`src/rtl/mem_bus_arbiter_if.sv`:
```
// Requester, grant/read-return and memory-port signals between the cpu/dma
// requesters, the arbiter and the synchronous memory.
interface mem_bus_arbiter_if #(
  parameter int unsigned AW = 16,
  parameter int unsigned DW = 8
);
  logic          cpu_req;
  logic          cpu_we;
  logic [AW-1:0] cpu_addr;
  logic [DW-1:0] cpu_wdata;
  logic          cpu_gnt;
  logic          cpu_rvld;

  logic          dma_req;
  logic          dma_we;
  logic [AW-1:0] dma_addr;
  logic [DW-1:0] dma_wdata;
  logic          dma_gnt;
  logic          dma_rvld;

  logic [DW-1:0] rdata;

  logic [AW-1:0] mem_addr;
  logic          mem_we;
  logic [DW-1:0] mem_wdata;
  logic [DW-1:0] mem_rdata;

  // Arbiter view
  modport slave (
    input  cpu_req, cpu_we, cpu_addr, cpu_wdata,
    output cpu_gnt, cpu_rvld,
    input  dma_req, dma_we, dma_addr, dma_wdata,
    output dma_gnt, dma_rvld,
    output rdata,
    output mem_addr, mem_we, mem_wdata,
    input  mem_rdata
  );

  // Requester and memory view
  modport master (
    output cpu_req, cpu_we, cpu_addr, cpu_wdata,
    input  cpu_gnt, cpu_rvld,
    output dma_req, dma_we, dma_addr, dma_wdata,
    input  dma_gnt, dma_rvld,
    input  rdata,
    input  mem_addr, mem_we, mem_wdata,
    output mem_rdata
  );
endinterface

```
`src/rtl/mem_bus_arbiter.sv`:
```
// Two-requester (cpu, dma) arbiter for a single synchronous memory port:
// cpu-first out of idle, bounded-streak alternation under contention.
module mem_bus_arbiter #(
  parameter int unsigned AW       = 16,
  parameter int unsigned DW       = 8,
  parameter int unsigned HOLD_MAX = 4
) (
  input logic              CLK,
  input logic              R,
  mem_bus_arbiter_if.slave bus
);

  localparam int unsigned     SW         = $clog2(HOLD_MAX + 1);
  localparam logic [SW-1:0]   STREAK_MAX = SW'(HOLD_MAX);

  typedef enum logic [1:0] {
    LAST_NONE = 2'd0,
    LAST_CPU  = 2'd1,
    LAST_DMA  = 2'd2
  } last_e;

  last_e         last_q, last_d;
  logic [SW-1:0] streak_q, streak_d;
  logic          cpu_rvld_q, dma_rvld_q;

  logic          cpu_gnt_c, dma_gnt_c;
  logic          hold_ok_c;
  logic [SW-1:0] streak_inc_c;
  logic [AW-1:0] addr_c;
  logic [DW-1:0] wdata_c;
  logic          we_c;

  // State register
  always_ff @(posedge CLK) begin
    if (R) begin
      last_q     <= LAST_NONE;
      streak_q   <= '0;
      cpu_rvld_q <= 1'b0;
      dma_rvld_q <= 1'b0;
    end else begin
      last_q     <= last_d;
      streak_q   <= streak_d;
      cpu_rvld_q <= cpu_gnt_c & ~bus.cpu_we;
      dma_rvld_q <= dma_gnt_c & ~bus.dma_we;
    end
  end

  // Grant decision, next state and memory-port mux
  always_comb begin
    cpu_gnt_c    = 1'b0;
    dma_gnt_c    = 1'b0;
    last_d       = LAST_NONE;
    streak_d     = '0;
    hold_ok_c    = (streak_q < STREAK_MAX);
    streak_inc_c = hold_ok_c ? (streak_q + SW'(1)) : STREAK_MAX;
    addr_c       = bus.cpu_addr;
    wdata_c      = bus.cpu_wdata;
    we_c         = 1'b0;

    if (!R) begin
      if (bus.cpu_req && !bus.dma_req) begin
        cpu_gnt_c = 1'b1;
      end else if (bus.dma_req && !bus.cpu_req) begin
        dma_gnt_c = 1'b1;
      end else if (bus.cpu_req && bus.dma_req) begin
        case (last_q)
          LAST_CPU: begin
            cpu_gnt_c = hold_ok_c;
            dma_gnt_c = ~hold_ok_c;
          end
          LAST_DMA: begin
            dma_gnt_c = hold_ok_c;
            cpu_gnt_c = ~hold_ok_c;
          end
          default:  cpu_gnt_c = 1'b1;
        endcase
      end
    end

    // Streak saturates at HOLD_MAX; a change of owner restarts it at 1
    if (cpu_gnt_c) begin
      last_d   = LAST_CPU;
      streak_d = (last_q == LAST_CPU) ? streak_inc_c : SW'(1);
      we_c     = bus.cpu_we;
    end else if (dma_gnt_c) begin
      last_d   = LAST_DMA;
      streak_d = (last_q == LAST_DMA) ? streak_inc_c : SW'(1);
      addr_c   = bus.dma_addr;
      wdata_c  = bus.dma_wdata;
      we_c     = bus.dma_we;
    end
  end

  assign bus.cpu_gnt   = cpu_gnt_c;
  assign bus.dma_gnt   = dma_gnt_c;
  assign bus.cpu_rvld  = cpu_rvld_q;
  assign bus.dma_rvld  = dma_rvld_q;
  assign bus.rdata     = bus.mem_rdata;
  assign bus.mem_addr  = addr_c;
  assign bus.mem_we    = we_c;
  assign bus.mem_wdata = wdata_c;

endmodule

```
`src/flat_wrapper.sv`:
```
// flat-port wrapper written by rule: the top's interface ports become plain ports
module mem_bus_arbiter_flat 
#(
  parameter int unsigned AW       = 16,
  parameter int unsigned DW       = 8,
  parameter int unsigned HOLD_MAX = 4
)
  (CLK, R, bus_cpu_req, bus_cpu_we, bus_cpu_addr, bus_cpu_wdata, bus_cpu_gnt, bus_cpu_rvld, bus_dma_req, bus_dma_we, bus_dma_addr, bus_dma_wdata, bus_dma_gnt, bus_dma_rvld, bus_rdata, bus_mem_addr, bus_mem_we, bus_mem_wdata, bus_mem_rdata);
  mem_bus_arbiter_if #(.AW(AW), .DW(DW)) bus_i ();
  input logic CLK;
  input logic R;
  input wire logic [$bits(bus_i.cpu_req)-1:0] bus_cpu_req;
  input wire logic [$bits(bus_i.cpu_we)-1:0] bus_cpu_we;
  input wire logic [$bits(bus_i.cpu_addr)-1:0] bus_cpu_addr;
  input wire logic [$bits(bus_i.cpu_wdata)-1:0] bus_cpu_wdata;
  output wire logic [$bits(bus_i.cpu_gnt)-1:0] bus_cpu_gnt;
  output wire logic [$bits(bus_i.cpu_rvld)-1:0] bus_cpu_rvld;
  input wire logic [$bits(bus_i.dma_req)-1:0] bus_dma_req;
  input wire logic [$bits(bus_i.dma_we)-1:0] bus_dma_we;
  input wire logic [$bits(bus_i.dma_addr)-1:0] bus_dma_addr;
  input wire logic [$bits(bus_i.dma_wdata)-1:0] bus_dma_wdata;
  output wire logic [$bits(bus_i.dma_gnt)-1:0] bus_dma_gnt;
  output wire logic [$bits(bus_i.dma_rvld)-1:0] bus_dma_rvld;
  output wire logic [$bits(bus_i.rdata)-1:0] bus_rdata;
  output wire logic [$bits(bus_i.mem_addr)-1:0] bus_mem_addr;
  output wire logic [$bits(bus_i.mem_we)-1:0] bus_mem_we;
  output wire logic [$bits(bus_i.mem_wdata)-1:0] bus_mem_wdata;
  input wire logic [$bits(bus_i.mem_rdata)-1:0] bus_mem_rdata;
  assign bus_i.cpu_req = bus_cpu_req;
  assign bus_i.cpu_we = bus_cpu_we;
  assign bus_i.cpu_addr = bus_cpu_addr;
  assign bus_i.cpu_wdata = bus_cpu_wdata;
  assign bus_cpu_gnt = bus_i.cpu_gnt;
  assign bus_cpu_rvld = bus_i.cpu_rvld;
  assign bus_i.dma_req = bus_dma_req;
  assign bus_i.dma_we = bus_dma_we;
  assign bus_i.dma_addr = bus_dma_addr;
  assign bus_i.dma_wdata = bus_dma_wdata;
  assign bus_dma_gnt = bus_i.dma_gnt;
  assign bus_dma_rvld = bus_i.dma_rvld;
  assign bus_rdata = bus_i.rdata;
  assign bus_mem_addr = bus_i.mem_addr;
  assign bus_mem_we = bus_i.mem_we;
  assign bus_mem_wdata = bus_i.mem_wdata;
  assign bus_i.mem_rdata = bus_mem_rdata;
  mem_bus_arbiter #(.AW(AW), .DW(DW), .HOLD_MAX(HOLD_MAX)) u_core (.CLK(CLK), .R(R), .bus(bus_i));
endmodule
```
`config.mk`:
```
export PLATFORM = sky130hd
export DESIGN_NAME = mem_bus_arbiter_flat
export DESIGN_NICKNAME = d
export VERILOG_FILES = /design/src/rtl/mem_bus_arbiter_if.sv /design/src/rtl/mem_bus_arbiter.sv /design/src/flat_wrapper.sv
export SDC_FILE = /design/constraint.sdc
export NUM_CORES = 1
export LEC_CHECK = 0
export BUFFER_PORTS_ARGS = -buffer_cell sky130_fd_sc_hd__buf_2
export CAP_MARGIN = 20
export CORE_MARGIN = 4
export CORE_UTILIZATION = 47
export DETAILED_ROUTE_END_ITERATION = 10
export PLACE_DENSITY_LB_ADDON = 0.05
export SYNTH_ARGS = -nofsm -noshare
export SYNTH_HDL_FRONTEND = slang
export SYNTH_SLANG_ARGS = --single-unit
```
`constraint.sdc`:
```
create_clock -name CLK -period 2 [get_ports CLK]
set_input_delay 0.2 -clock CLK [delete_from_list [all_inputs] [get_ports CLK]]
set_output_delay 0.2 -clock CLK [all_outputs]
set_load 0.03 [all_outputs]
```
==> run metrics <==
num rows=23; combinational fraction of design power=63.1%; Fmax=0.510 GHz; post-layout power=0.000957 W; critical path type=reg2out; Flop pwr share=about 16%; placed inst area=0.00242 mm²; GR Util met3=3.03%; fin crit period=1.96 ns; total grt overflow=0; final hold violations=0; CP Launch Type=flop; Final ANT Viol Nets=0; Design Area, Final=0.00261 mm²; Post-Synth XOR/XNOR Area=0%; Top delay family on crit path=compound AO/OA/AOI/OAI gates; layer with the highest usage=met2; WL per Instance=around 16 µm; Synth Area in Compound Gates=roughly 24%; Crit path largest cell delay=0.38 ns; Post-CTS Setup Bufs=0; number of cells on the critical path=7; Worst Path Buf+Inv=3; hold depth=2; Async SR Flop Fraction=0%; crit path cell chain=inv_2 -> ha_4 -> nor2b_2 -> buf_12 -> a2111oi_4 -> a31o_1 -> buf_6; Max VDD drop=0.351 mV; Root Buffer Master=clkbuf_8; reg2reg path depth=6; setup violators final=0; Pleak=1.11 nW; initial antenna violation count=0; die area=0.00534 mm²; final net count=390; Seq/Total Area, Yosys=7.04%; met2 Use GR=33.2%; Chip Width=73.1 µm; core area=0.00406 mm²; DRT iter0 DRCs=around 160; Worst Tran Pin Value=0.394 ns; outcome=finished clean; layout cell share with drive strength beyond 1=43.5%; Pwr Density=roughly 370 mW/mm²; Initial DRT Pass Iterations=5; Worst slew margin=73.7%; largest net degree at the start of global routing=34; Synth area leaders=and3b_1, nor4bb_1, and2_1, nand4_1, a221oi_1; average cell area after synthesis=7.71 µm²; Area Growth Syn to Fin=31.1%; top_reg_cell synth=dfxtp_1; # diodes=0; Synth Net Count=325; Simple-Gate Fraction of Synth Area=49.7%; CP max-delay cell=dfxtp_4; GRT Total Usage=21.7%; Total Wirelength=6120 µm; top cell type's share of synthesized area=11.0%; Synth Register Bits=7; Cells after DPL=368; maxcap violations=0; final non-filler cell total=372; GPL Wtd Cong=0.812; post-synthesis mux area share=3.40%; Top-Level Pins=99; Via density=6.25; clk sink count=7; CP Capture Type=output pin; Yosys cell types=35; vias in the first global route=2,046; number of port buffers=82; Max Slew Vio Count=0; M1 GR Usage=32.2%; main combinational cell family by area after synthesis=simple AND/OR/NAND/NOR gates; CP max FO=28; first-pass GRT wire length=9670 µm; WHS=0.145 ns; Clock power frac=21.1%; fin crit share=98.1%; Clock Pin Slew Worst Setup and Hold Paths=0.04 ns; Synth Instances=258; internal power=approximately 0.00054 W; Worst-Skew Late Latency=0.23 ns; sw frac=between 40% and 50%; hold crit path type=in2reg; Synth Area in Adders=3.14%; Die Y=73.1 µm; Synth Warn #=0; NetSw=0.000420 W; Final Util=64.3%; final HPWL from detailed placement=about 4200 µm; CTS tree=yes; via count=between 2k and 2.5k; Num CTS Buffers=3; hold buffers post-CTS=0; initial core utilization=49.0%; Critical Path RT=1.80 ns; dominant cell type by area after synthesis=and3b_1; H-tree Lvls=1; clk buf depth=2; Data arrival, critical path=approximately 1.8 ns; EDFF count, synth=0; DRC violations left=0; Synth Cell Area=0.00199 mm²; Max Clock Skew=0.00241 ns
[path summary, 6_finish.rpt]
kind                               to               start  slack [ns]
setup / recovery           bus_mem_we    u_core.last_q[0]        0.04
hold / removal    u_core.bus.cpu_rvld          bus_cpu_we        0.15
setup reg to reg   u_core.streak_q[0]    u_core.last_q[0]        0.51
hold reg to reg    u_core.streak_q[2]  u_core.streak_q[1]        0.64
[synthesized netlist by cell type, types with 2 or more instances]
library cell	count
nand2b_1	2
a2111oi_2	2
and3b_1	25
nand3_1	25
and4bb_2	6
nand4_1	24
nor4bb_1	19
ha_1	5
buf_2	10
o21ai_0	25
a21oi_1	2
dfxtp_1	7
a221oi_1	17
nor2b_1	2
and2_1	24
a221oi_2	8
clkbuf_1	18
buf_4	9
inv_1	4
buf_6	4
a31o_1	2
mux2i_4	2
nor2_1	3
mux2_2	2
[worst reg2reg max path, stage by stage, from the launching register on]
cell and delay [ns]:
dfxtp_4 0.38, inv_2 0.08, ha_4 0.18, mux2_4 0.29
o21ai_2 0.21, buf_4 0.16, a31o_1 0.14
[cell families (layout without fill, tap and decap cells)]
family	count (synthesis)	after routing
and+or+nand+nor	136	136
AOI/OAI and AO/OA	60	60
buffers and inverters	46	110
DFF	7	7
adders and majority gates	5	5
muxes	4	4
[state kept, by name, indices dropped and copies added (netlist names)]
name,cells
u_core.bus.dma_rvld,1
u_core.bus.cpu_rvld,1
u_core.streak_q,3
u_core.last_q,2
[power groups by stage]
stage,Clock (W),Combinational [W],Sequential (W)
4_1_cts,0.000203,0.000571,0.000150
5_1_grt,0.000214,0.000648,0.000152
2_1_floorplan,0,0.000406,0.000154
3_5_place_dp,0,0.000560,0.000152
3_3_place_gp,0,0.000557,0.000152
6_report,0.000202,0.000603,0.000151
[layout make-up]
class / count / area, µm²
tap: 50 / 62.6
fill: 371 / 1450
inverter: 4 / 15.0
sequential: 7 / 149
multi-input combinational: 205 / 1700
timing repair buffer: 102 / 641
clock buffer: 4 / 45.0
[repair_timing]
item                       in CTS  in global routing
resized for setup              13                 39
pin swaps                       0                  1
cloned                          0                  0
setup endpoints to repair      25                 25
[metal layers]
| layer | wire length (µm) | vias to the layer above |
|---|---|---|
| met2 | 2790 | 105 |
| met1 | 2830 | 1068 |
| li1 | - | 1148 |
| met5 | 0 | - |
| met4 | 27 | 0 |
| met3 | 477 | 4 |
[cell usage in the layout, fill, tap and decap left out, types with 2 or more instances in the layout]
| cell type | count |
|---|---|
| clkbuf_4 | 3 |
| clkbuf_8 | 3 |
| o21ai_2 | 3 |
| nor2_1 | 3 |
| buf_6 | 4 |
| and3b_1 | 25 |
| inv_2 | 2 |
| buf_4 | 15 |
| nand3_1 | 25 |
| dfxtp_4 | 2 |
| dfxtp_1 | 4 |
| nor4bb_1 | 19 |
| ha_4 | 4 |
| a221oi_2 | 9 |
| a21oi_1 | 2 |
| inv_1 | 2 |
| buf_2 | 76 |
| and4bb_2 | 6 |
| nand4_1 | 24 |
| mux2_4 | 2 |
| o21ai_1 | 13 |
| a31o_1 | 2 |
| and2_1 | 24 |
| a221oi_1 | 16 |
| mux2i_4 | 2 |
| o21ai_0 | 10 |
| buf_12 | 4 |
[through the flow]
stage | setup WS [ns] | setup TNS [ns]
2_1_floorplan | 0.0520 | 0
3_3_place_gp | 0.183 | 0
3_5_place_dp | 0.115 | 0
4_1_cts | 0.000515 | 0
5_1_grt | -0.0503 | -0.0870
6_report | 0.0381 | 0
Note: power is estimated with default switching activity, not from simulation.
